### config.mk
export PLATFORM = sky130hd
export DESIGN_NAME = guess_score_ctrl_flat
export DESIGN_NICKNAME = d
export VERILOG_FILES = /design/src/rtl/gs_pkg.sv /design/src/rtl/guess_score_ctrl_if.sv /design/src/rtl/guess_score_ctrl_guess_check.sv /design/src/rtl/guess_score_ctrl.sv /design/src/flat_wrapper.sv
export SDC_FILE = /design/constraint.sdc
export NUM_CORES = 1
export LEC_CHECK = 0
export ABC_AREA = 1
export ABC_CLOCK_PERIOD_IN_PS = 2400
export BUFFER_PORTS_ARGS = -buffer_cell sky130_fd_sc_hd__buf_4
export CORE_UTILIZATION = 57
export CTS_CLUSTER_DIAMETER = 40
export DETAILED_ROUTE_END_ITERATION = 8
export MAX_ROUTING_LAYER = met4
export PLACE_DENSITY = 0.8
export SLEW_MARGIN = 10
export SYNTH_ARGS = -nofsm -noshare
export SYNTH_HDL_FRONTEND = slang
export SYNTH_SLANG_ARGS = --single-unit
### constraint.sdc
create_clock -name clk -period 2.4 [get_ports clk]
set_input_delay 0 -clock clk [delete_from_list [all_inputs] [get_ports clk]]
set_output_delay 0 -clock clk [all_outputs]
set_load 0.01 [all_outputs]
### src/rtl/gs_pkg.sv
// Shared types and constants for the xAyB guess/score controller and its entry checker.
package gs_pkg;

    localparam int          N_DIGITS  = 3;
    localparam logic [3:0]  DIGIT_MAX = 4'd9;

    typedef logic [3:0] digit_t;

    // Element 0 is the most significant entered position (iNum1).
    typedef digit_t [N_DIGITS-1:0] digits_t;

    typedef enum logic [2:0] {
        WAIT_SECRET,
        WAIT_GUESS,
        SCORE,
        WIN,
        LOSE
    } state_e;

endpackage

### src/rtl/guess_score_ctrl_if.sv
// Keypad-entry inputs and score/status outputs of the guess/score controller.
interface guess_score_ctrl_if #(
    parameter int CNT_W = 4
);

    logic [3:0]       iNum1;
    logic [3:0]       iNum2;
    logic [3:0]       iNum3;
    logic             iNumRdy;
    logic             iNewGame;

    logic             oSecretSet;
    logic             oBusy;
    logic [1:0]       oA;
    logic [1:0]       oB;
    logic             oScoreVld;
    logic [CNT_W-1:0] oGuessCnt;
    logic [3:0]       oGuess1;
    logic [3:0]       oGuess2;
    logic [3:0]       oGuess3;
    logic             oBadInput;
    logic             oWin;
    logic             oLose;

    modport master (
        output iNum1, iNum2, iNum3, iNumRdy, iNewGame,
        input  oSecretSet, oBusy, oA, oB, oScoreVld, oGuessCnt,
               oGuess1, oGuess2, oGuess3, oBadInput, oWin, oLose
    );

    modport slave (
        input  iNum1, iNum2, iNum3, iNumRdy, iNewGame,
        output oSecretSet, oBusy, oA, oB, oScoreVld, oGuessCnt,
               oGuess1, oGuess2, oGuess3, oBadInput, oWin, oLose
    );

endinterface

### src/rtl/guess_score_ctrl_guess_check.sv
// Combinational entry checker: every digit in 0..9 and all digits pairwise distinct.
module guess_check
    import gs_pkg::*;
(
    input  digits_t digits_i,
    output logic    valid_o
);

    always_comb begin
        // NOTE: valid_o is given a default before any conditional update so no latch is inferred.
        valid_o = 1'b1;
        for (int i = 0; i < N_DIGITS; i++) begin
            if (digits_i[i] > DIGIT_MAX) valid_o = 1'b0;
            for (int j = i + 1; j < N_DIGITS; j++) begin
                if (digits_i[i] == digits_i[j]) valid_o = 1'b0;
            end
        end
    end

endmodule

### src/rtl/guess_score_ctrl.sv
// Sequencing controller for the xAyB game: latches a secret, scores guesses one digit
// per cycle, counts guesses and declares win/lose.
module guess_score_ctrl
    import gs_pkg::*;
#(
    parameter int MAX_GUESS = 10,
    parameter int CNT_W     = 4
) (
    input  logic               clk,
    input  logic               reset,
    guess_score_ctrl_if.slave  bus
);

    localparam logic [1:0]       LAST_IDX = 2'(N_DIGITS - 1);
    localparam logic [CNT_W-1:0] CNT_MAX  = CNT_W'(MAX_GUESS);

    state_e           state_q, state_d;
    logic             rdy_q;
    digits_t          secret_q, secret_d;
    digits_t          guess_q, guess_d;
    logic [1:0]       idx_q, idx_d;
    logic [1:0]       acc_a_q, acc_a_d;
    logic [1:0]       acc_b_q, acc_b_d;
    logic [1:0]       a_q, a_d;
    logic [1:0]       b_q, b_d;
    logic             vld_q, vld_d;
    logic             bad_q, bad_d;
    logic [CNT_W-1:0] cnt_q, cnt_d;

    digits_t          entry;
    logic             entry_ev;
    logic             entry_ok;
    digit_t           cur_g;
    logic             hit_a, hit_b, in_secret;
    logic [1:0]       a_fin, b_fin;
    logic             last_digit;
    logic [CNT_W-1:0] cnt_inc;

    assign entry    = {bus.iNum3, bus.iNum2, bus.iNum1};
    assign entry_ev = bus.iNumRdy & ~rdy_q;

    guess_check u_check (
        .digits_i (entry),
        .valid_o  (entry_ok)
    );

    // Scoring of the digit selected by idx_q against the whole secret.
    always_comb begin
        cur_g     = guess_q[idx_q];
        in_secret = 1'b0;
        for (int i = 0; i < N_DIGITS; i++) begin
            if (cur_g == secret_q[i]) in_secret = 1'b1;
        end
        hit_a      = (cur_g == secret_q[idx_q]);
        hit_b      = ~hit_a & in_secret;
        a_fin      = acc_a_q + {1'b0, hit_a};
        b_fin      = acc_b_q + {1'b0, hit_b};
        last_digit = (idx_q == LAST_IDX);
        cnt_inc    = (cnt_q < CNT_MAX) ? cnt_q + CNT_W'(1) : cnt_q;
    end

    always_ff @(posedge clk or negedge reset) begin
        // NOTE: sequential state uses non-blocking assignments so every flop samples pre-edge values.
        if (!reset) state_q <= WAIT_SECRET;
        else        state_q <= state_d;
    end

    always_comb begin
        state_d = state_q;
        if (bus.iNewGame) begin
            state_d = WAIT_SECRET;
        end else begin
            unique case (state_q)
                WAIT_SECRET: if (entry_ev && entry_ok) state_d = WAIT_GUESS;
                WAIT_GUESS:  if (entry_ev && entry_ok) state_d = SCORE;
                SCORE: begin
                    if (last_digit) begin
                        if (a_fin == 2'(N_DIGITS))  state_d = WIN;
                        else if (cnt_inc == CNT_MAX) state_d = LOSE;
                        else                         state_d = WAIT_GUESS;
                    end
                end
                WIN, LOSE: state_d = state_q;
                default:   state_d = WAIT_SECRET;
            endcase
        end
    end

    always_comb begin
        secret_d = secret_q;
        guess_d  = guess_q;
        idx_d    = idx_q;
        acc_a_d  = acc_a_q;
        acc_b_d  = acc_b_q;
        a_d      = a_q;
        b_d      = b_q;
        cnt_d    = cnt_q;
        vld_d    = 1'b0;
        bad_d    = 1'b0;
        if (bus.iNewGame) begin
            secret_d = '0;
            guess_d  = '0;
            idx_d    = '0;
            acc_a_d  = '0;
            acc_b_d  = '0;
            a_d      = '0;
            b_d      = '0;
            cnt_d    = '0;
        end else begin
            unique case (state_q)
                WAIT_SECRET: begin
                    if (entry_ev) begin
                        if (entry_ok) secret_d = entry;
                        else          bad_d    = 1'b1;
                    end
                end
                WAIT_GUESS: begin
                    if (entry_ev) begin
                        if (entry_ok) begin
                            guess_d = entry;
                            idx_d   = '0;
                            acc_a_d = '0;
                            acc_b_d = '0;
                        end else begin
                            bad_d = 1'b1;
                        end
                    end
                end
                SCORE: begin
                    acc_a_d = a_fin;
                    acc_b_d = b_fin;
                    idx_d   = idx_q + 2'd1;
                    if (last_digit) begin
                        idx_d = '0;
                        a_d   = a_fin;
                        b_d   = b_fin;
                        vld_d = 1'b1;
                        cnt_d = cnt_inc;
                    end
                end
                default: ;
            endcase
        end
    end

    always_ff @(posedge clk or negedge reset) begin
        if (!reset) begin
            rdy_q    <= 1'b0;
            secret_q <= '0;
            guess_q  <= '0;
            idx_q    <= '0;
            acc_a_q  <= '0;
            acc_b_q  <= '0;
            a_q      <= '0;
            b_q      <= '0;
            cnt_q    <= '0;
            vld_q    <= 1'b0;
            bad_q    <= 1'b0;
        end else begin
            // Tracks the raw level even across a restart so a held key cannot retrigger.
            rdy_q    <= bus.iNumRdy;
            secret_q <= secret_d;
            guess_q  <= guess_d;
            idx_q    <= idx_d;
            acc_a_q  <= acc_a_d;
            acc_b_q  <= acc_b_d;
            a_q      <= a_d;
            b_q      <= b_d;
            cnt_q    <= cnt_d;
            vld_q    <= vld_d;
            bad_q    <= bad_d;
        end
    end

    always_comb begin
        bus.oSecretSet = (state_q != WAIT_SECRET);
        bus.oBusy      = (state_q == SCORE);
        bus.oWin       = (state_q == WIN);
        bus.oLose      = (state_q == LOSE);
        bus.oA         = a_q;
        bus.oB         = b_q;
        bus.oScoreVld  = vld_q;
        bus.oBadInput  = bad_q;
        bus.oGuessCnt  = cnt_q;
        bus.oGuess1    = guess_q[0];
        bus.oGuess2    = guess_q[1];
        bus.oGuess3    = guess_q[2];
    end

endmodule

### src/flat_wrapper.sv
// flat-port wrapper written by rule: the top's interface ports become plain ports
module guess_score_ctrl_flat import gs_pkg::*;
#(
    parameter int MAX_GUESS = 10,
    parameter int CNT_W     = 4
)
  (clk, reset, bus_iNum1, bus_iNum2, bus_iNum3, bus_iNumRdy, bus_iNewGame, bus_oSecretSet, bus_oBusy, bus_oA, bus_oB, bus_oScoreVld, bus_oGuessCnt, bus_oGuess1, bus_oGuess2, bus_oGuess3, bus_oBadInput, bus_oWin, bus_oLose);
  guess_score_ctrl_if #(.CNT_W(CNT_W)) bus_i ();
  input  logic clk;
  input  logic reset;
  input wire logic [$bits(bus_i.iNum1)-1:0] bus_iNum1;
  input wire logic [$bits(bus_i.iNum2)-1:0] bus_iNum2;
  input wire logic [$bits(bus_i.iNum3)-1:0] bus_iNum3;
  input wire logic [$bits(bus_i.iNumRdy)-1:0] bus_iNumRdy;
  input wire logic [$bits(bus_i.iNewGame)-1:0] bus_iNewGame;
  output wire logic [$bits(bus_i.oSecretSet)-1:0] bus_oSecretSet;
  output wire logic [$bits(bus_i.oBusy)-1:0] bus_oBusy;
  output wire logic [$bits(bus_i.oA)-1:0] bus_oA;
  output wire logic [$bits(bus_i.oB)-1:0] bus_oB;
  output wire logic [$bits(bus_i.oScoreVld)-1:0] bus_oScoreVld;
  output wire logic [$bits(bus_i.oGuessCnt)-1:0] bus_oGuessCnt;
  output wire logic [$bits(bus_i.oGuess1)-1:0] bus_oGuess1;
  output wire logic [$bits(bus_i.oGuess2)-1:0] bus_oGuess2;
  output wire logic [$bits(bus_i.oGuess3)-1:0] bus_oGuess3;
  output wire logic [$bits(bus_i.oBadInput)-1:0] bus_oBadInput;
  output wire logic [$bits(bus_i.oWin)-1:0] bus_oWin;
  output wire logic [$bits(bus_i.oLose)-1:0] bus_oLose;
  assign bus_i.iNum1 = bus_iNum1;
  assign bus_i.iNum2 = bus_iNum2;
  assign bus_i.iNum3 = bus_iNum3;
  assign bus_i.iNumRdy = bus_iNumRdy;
  assign bus_i.iNewGame = bus_iNewGame;
  assign bus_oSecretSet = bus_i.oSecretSet;
  assign bus_oBusy = bus_i.oBusy;
  assign bus_oA = bus_i.oA;
  assign bus_oB = bus_i.oB;
  assign bus_oScoreVld = bus_i.oScoreVld;
  assign bus_oGuessCnt = bus_i.oGuessCnt;
  assign bus_oGuess1 = bus_i.oGuess1;
  assign bus_oGuess2 = bus_i.oGuess2;
  assign bus_oGuess3 = bus_i.oGuess3;
  assign bus_oBadInput = bus_i.oBadInput;
  assign bus_oWin = bus_i.oWin;
  assign bus_oLose = bus_i.oLose;
  guess_score_ctrl #(.MAX_GUESS(MAX_GUESS), .CNT_W(CNT_W)) u_core (.clk(clk), .reset(reset), .bus(bus_i));
endmodule
* Yosys cells after proc, flatten, opt, wreduce, memory -nomap -nowiden
Cells that the tools add are included.
** Cells by class
- Add/subtract/negate cells :: 4
- Magnitude comparators :: 5
- Equal/unequal tests :: 20
- Muxes and demuxes :: 52
- Bitwise logic cells :: 4
- Reductions and logical operators :: 17
** Operators by type and width (number)
- $mux 12 :: 6
- $eq 4x4->1 :: 7
- $mux 2 :: 12
- $mux 4 :: 6
- $mux 3 :: 6
- $bmux 4 s2 :: 2
- $mux 1 :: 16
- $ne 3x2->1 const B :: 5
- $gt 4x4->1 const B :: 3
- $pmux 2 s2 :: 3
- $pmux 3 s4 :: 1
- $reduce_bool 2->1 :: 6
- $reduce_and 3->1 :: 3
- $eq 3x2->1 const B :: 2
- $reduce_bool 3->1 :: 2
- $add 2x1->2 :: 2
- $add 4x1->4 const B :: 1
- $eq 2x2->1 const B :: 2
- $eq 4x4->1 const B :: 1
- $lt 4x4->1 const B :: 1
- $reduce_and 4->1 :: 1
- $reduce_or 2->1 :: 2
- $eq 3x1->1 const B :: 1
- $eq 3x3->1 const B :: 1
- other kinds (8) :: 10
** Word-level totals
- Register bits :: 44
- Bits of input ports :: 16

* Longest topological paths before layout
- Depth after elaboration :: 11
- Mapped depth :: 20
- Mapped depth without buffers :: 20

* Cells and area by module
Synthesis repeated with hierarchy kept, for this count alone.
** Unflattened totals
- Cell total of the unflattened synthesis :: 401
- Area total of the unflattened synthesis :: 2811.4 um2
** Modules (own cells, without submodules)
- guess_score_ctrl :: instances 1, cells an instance 336, area an instance 2563.7 um2, seq. area each 1101.1 um2
- guess_check :: instances 1, cells an instance 65, area an instance 247.7 um2, seq. area each 0.0 um2

* Least setup slack after synthesis
No wires, ideal clock.
- Path kind :: register -> register
- From :: reg u_core.idx_q[1]
- To :: reg u_core.state_q[0]
- Library setup time :: 117 ps
- Data arrival time :: 2017 ps
- Data required time :: 2283 ps
- Setup slack :: 266 ps
- Stages on the path, launching flop included :: 19
- Buffers on the path :: 1
- Period minus slack after synthesis :: 2134 ps
- Path through :: dfrtp_1 > inv_2 > nor2_2 > buf_6 > nand2_4 > nand2_4 > xor2_1 > nor2_1 > nand3_1 > inv_1 > ha_1 > nand3_1 > nand2_1 > nor2_1 > nand2_1 > nand2_1 > a21oi_1 > nand3_1 > nand2_1
** On the way
- Longest elaborated chain between the ends :: 9
** RTL lines
- start: declaration :: line guess_score_ctrl.sv:21 : logic [1:0] idx_q, idx_d;
- start signal: assignment :: line guess_score_ctrl.sv:164 : idx_q <= idx_d;
- $bmux 4 s2, on equally long branches :: line guess_score_ctrl.sv:49, guess_score_ctrl.sv:54
- $mux 4, on equally long branches :: line guess_score_ctrl.sv:49, guess_score_ctrl.sv:54
- $eq 4x4->1 :: line guess_score_ctrl.sv:54 : hit_a = (cur_g == secret_q[idx_q]);
- $add 2x1->2 :: line guess_score_ctrl.sv:56 : a_fin = acc_a_q + {1'b0, hit_a};
- $eq 2x2->1 :: line guess_score_ctrl.sv:78 : if (a_fin == 2'(N_DIGITS)) state_d = WIN;
- $mux 3 :: line guess_score_ctrl.sv:78
- $mux 3 :: line guess_score_ctrl.sv:77 : if (last_digit) begin
- $pmux 3 s4 :: line guess_score_ctrl.sv:73 : unique case (state_q)
- $mux 3 :: line guess_score_ctrl.sv:70 : if (bus.iNewGame) begin
- end signal: assignment :: line guess_score_ctrl.sv:65 : else state_q <= state_d;
- end: declaration :: line guess_score_ctrl.sv:17 : state_e state_q, state_d;
Parallel ways exist; a longest one is shown, timed or not. The select of a mux whose other input is x is not followed.
A chain may end at the register's enable or synchronous reset.

* Final worst setup path
Ends and elaborated chain as after synthesis.

==> flow_metrics.py <==
metrics = {
    "power": {
        "worst_ir_drop_vdd_uv": 553.1,
        "p_clk_share_pct": 24.5,
        "p_sw_uw": 1009,
        "swShare_pct": 37.58,
        "seq_power_share_pct": 35.5,
        "p_per_area_nw_per_um2": 799.7,
        "power.internal_uw": 1676,
        "power.leakage_uw": 0.001934,
        "comb_power_share_pct": 39.9,
    },
    "floorplan": {
        "die_h_um": 71.46,
        "ios": 42,
        "coreArea_um2": 4504,
        "die-area_um2": 5107,
        "initial_core_util_pct": 61.06,
        "die_w_um": 71.46,
        "row_count": 24,
    },
    "routing": {
        "detail-route-antenna-nets": 0,
        "routed_wl_um": 6603,
        "first_pass_iters": 4,
        "via_per_inst": 5.223,
        "vias": 2622,
        "drc": 0,
        "routedWlPerCell_um": 13.15,
        "drt_iter0_drc": 193,
    },
    "sta": {
        "layout_setup_ws_ns": 0.1554,
        "clock_skew_ns": 0.01505,
        "setup_tns_ns": 0,
        "fmax_mhz": 445.5,
        "hold_viol": 0,
        "maxSlewViolCount": 0,
        "finalSetupViolations": 0,
        "fin_crit_ns": 2.245,
        "fin_crit_sh_pct": 93.53,
        "worstMarginPinSlew_ns": 0.5573,
        "relSlewSlack_pct": 62.85,
    },
    "critical_path": {
        "critPathLaunchType": "register",
        "cp_max_fo": 10,
        "critPathArrivalTime_ns": 2.49,
        "endpoint_kind": "register",
        "worstPathRequired_ns": 2.65,
        "crit_type": "reg2reg",
        "r2r_setup_slack_ns": 0.16,
    },
    "synth": {
        "ys_ff_latch": 44,
        "synth_fp_nets": 422,
        "ys_warn_count": 0,
        "netlist_instances": 403,
        "ys_types": 30,
        "syn_area_um2": 2750,
        "yosysSeqAreaShare_pct": 40.04,
        "avgSynthCellArea_um2": 6.824,
    },
    "finish": {
        "area_delta_synth_final_pct": 22.11,
        "num-nets-final": 469,
        "regArea_um2": 1104,
        "drive_gt1_share_pct": 19.56,
        "multi_input_area_um2": 1520,
        "fillers": 353,
        "num_antenna_cells": 0,
    },
    "global_routing": {
        "grt_pass1_wl_um": 10850,
        "grt_max_degree": 45,
        "grt_overflow": 0,
        "first_global_vias": 2323,
        "grt_usage_pct": 28.07,
        "antenna_found_initial": 0,
    },
    "clocking": {
        "cts_sinks": 44,
        "path_clk_slew_ns": 0.09,
        "cts_tree": "done",
        "htreeDepth": 2,
        "cts_inserted_buffers": 5,
        "clock_latency_ns": 0.30,
        "clockRootBuffer": "clkbuf_8",
        "cts_buffer_depth": 2,
    },
    "status": {
        "outcome": "finished clean",
    },
    "placement": {
        "gp_congestion": 0.9160,
        "hpwl_um": 4935,
        "dpl_worst_slack_ns": 0.03340,
        "port_buffers": 41,
    },
    "worst_hold_path": {
        "hp-class": "in2reg",
    },
    "job": {
        "max-cap-violations": 0,
    },
}
logic make-up after synthesis:
kind of cell | after synthesis | share of synthesized area [%]
and+or+nand+nor | 271 | 41.90
buffers and inverters | 49 | 7.325
DFF | 44 | 40.04
AOI/OAI and AO/OA | 20 | 3.913
xor gates and xnor gates | 15 | 5.050
adders and majority gates | 3 | 1.365
muxes | 1 | 0.4094
what timing repair did:
| item | 4_1_cts | 5_1_grt |
|---|---|---|
| endpoints found under the setup margin | 0 | 4 |
| gates resized for setup | 0 | 21 |
| buffers inserted | 0 | 3 |
| hold buffers | 2 | 0 |
| endpoints found under the hold margin | 45 | 0 |
final cells by class:
class,count,area share (%)
multi-input cells,310,45.27
flip-flops and latches,44,32.86
repair buffers,48,11.36
inverters,41,4.732
clock buffers,5,2.049
well taps,52,1.937
clock inverters,2,1.788
Yosys cell counts:
cell type | instances | area (um2)
nand2_1 | 180 | 675.7
dfrtp_1 | 44 | 1101
nor2_1 | 42 | 157.7
inv_1 | 37 | 138.9
nand3_1 | 29 | 145.1
xor2_1 | 11 | 96.34
o21ai_0 | 9 | 45.04
a21oi_1 | 5 | 25.02
nand2_4 | 5 | 56.30
nor2_2 | 5 | 31.28
o21ai_1 | 4 | 20.02
ha_1 | 3 | 37.54
nand4_1 | 3 | 18.77
xnor2_1 | 3 | 26.28
buf_1 | 2 | 7.510
buf_2 | 2 | 10.01
buf_4 | 2 | 15.01
clkinv_1 | 2 | 7.510
inv_2 | 2 | 7.510
nand2_2 | 2 | 12.51
nor2_4 | 2 | 22.52
buf_6 | 1 | 11.26
clkbuf_1 | 1 | 3.750
mux2_2 | 1 | 11.26
nand3_2 | 1 | 10.01
nand3_4 | 1 | 17.52
nor3_1 | 1 | 5.000
o21ai_2 | 1 | 8.760
o32ai_1 | 1 | 8.760
xor2_2 | 1 | 16.27
layout by cell type (no fill, tap or decap), drive strengths merged, types with 2 or more instances in the layout:
cell type	synthesis	routed
a21oi	5	5
nor2	49	49
xnor2	3	3
nand2	187	187
clkinv	2	2
inv	39	39
nand4	3	3
clkbuf	1	5
nand3	31	31
xor2	12	12
ha	3	3
o21ai	14	14
dlygate4sd3	0	2
bufinv	0	2
buf	7	46
dfrtp	44	44
worst paths after layout:
kind                                    from  depth (start not counted)            endpoint
min reg2reg                u_core.acc_b_q[0]                          2   u_core.acc_b_q[0]
min                             bus_iNum1[2]                          5  u_core.secret_q[2]
max                          u_core.idx_q[1]                         17   u_core.state_q[0]
max in group asynchronous              reset                          2     u_core.idx_q[0]
max reg2reg                  u_core.idx_q[1]                         17   u_core.state_q[0]
min in group asynchronous              reset                          2    u_core.bus.oA[0]
stage by stage:
stage	instances	utilization, %	instance area [um2]	hold WS (ns)	power [uW]
2_1_floorplan	403	-	2750	-0.2956	1608
3_3_place_gp	490	68.89	3103	0.01954	1912
3_5_place_dp	490	68.89	3103	0.02400	1929
4_1_cts	499	72.19	3252	0.07783	2582
5_1_grt	502	74.56	3358	0.1028	2858
6_report	502	74.56	3358	0.08295	2686
power groups by stage:
stage	logic [uW]	clock network (uW)	registers, uW
finish	1070	659	955
global route	1210	682	967
CTS	988	658	936
detailed placement	981	0	948
global placement	964	0	948
floorplan	661	0	947
worst max-delay path, cell delays in order, from the launching register on:
cell and delay, ns:
dfrtp_2 0.46, inv_4 0.10, nor2_4 0.05, buf_12 0.15
a21oi_1 0.22, xnor2_2 0.13, nor2_1 0.05, nand3_1 0.11
inv_2 0.05, ha_4 0.27, nand3_2 0.10, nand2_1 0.07
nor2_1 0.03, nand2_1 0.08, nand2_1 0.06, a21oi_2 0.12
nand3_1 0.08, nand2_1 0.06
layer usage:
layer,global-route usage [%],routed length (um),up-vias
li1,-,-,1326
met1,40.13,3100,1214
met2,42.43,3122,76
met3,5.626,327,6
met4,4.793,53,0
met5,-,0,-
state kept, by name, summed over array words and instances, names as in the netlist, 2 cells and up:
register              flops
u_core.secret_q          12
u_core.bus.oGuess1        4
u_core.bus.oGuess2        4
u_core.bus.oGuess3        4
u_core.bus.oGuessCnt      4
u_core.state_q            3
u_core.acc_a_q            2
u_core.acc_b_q            2
u_core.bus.oA             2
u_core.bus.oB             2
u_core.idx_q              2
No activity file was read; power rests on OpenSTA's default activity.
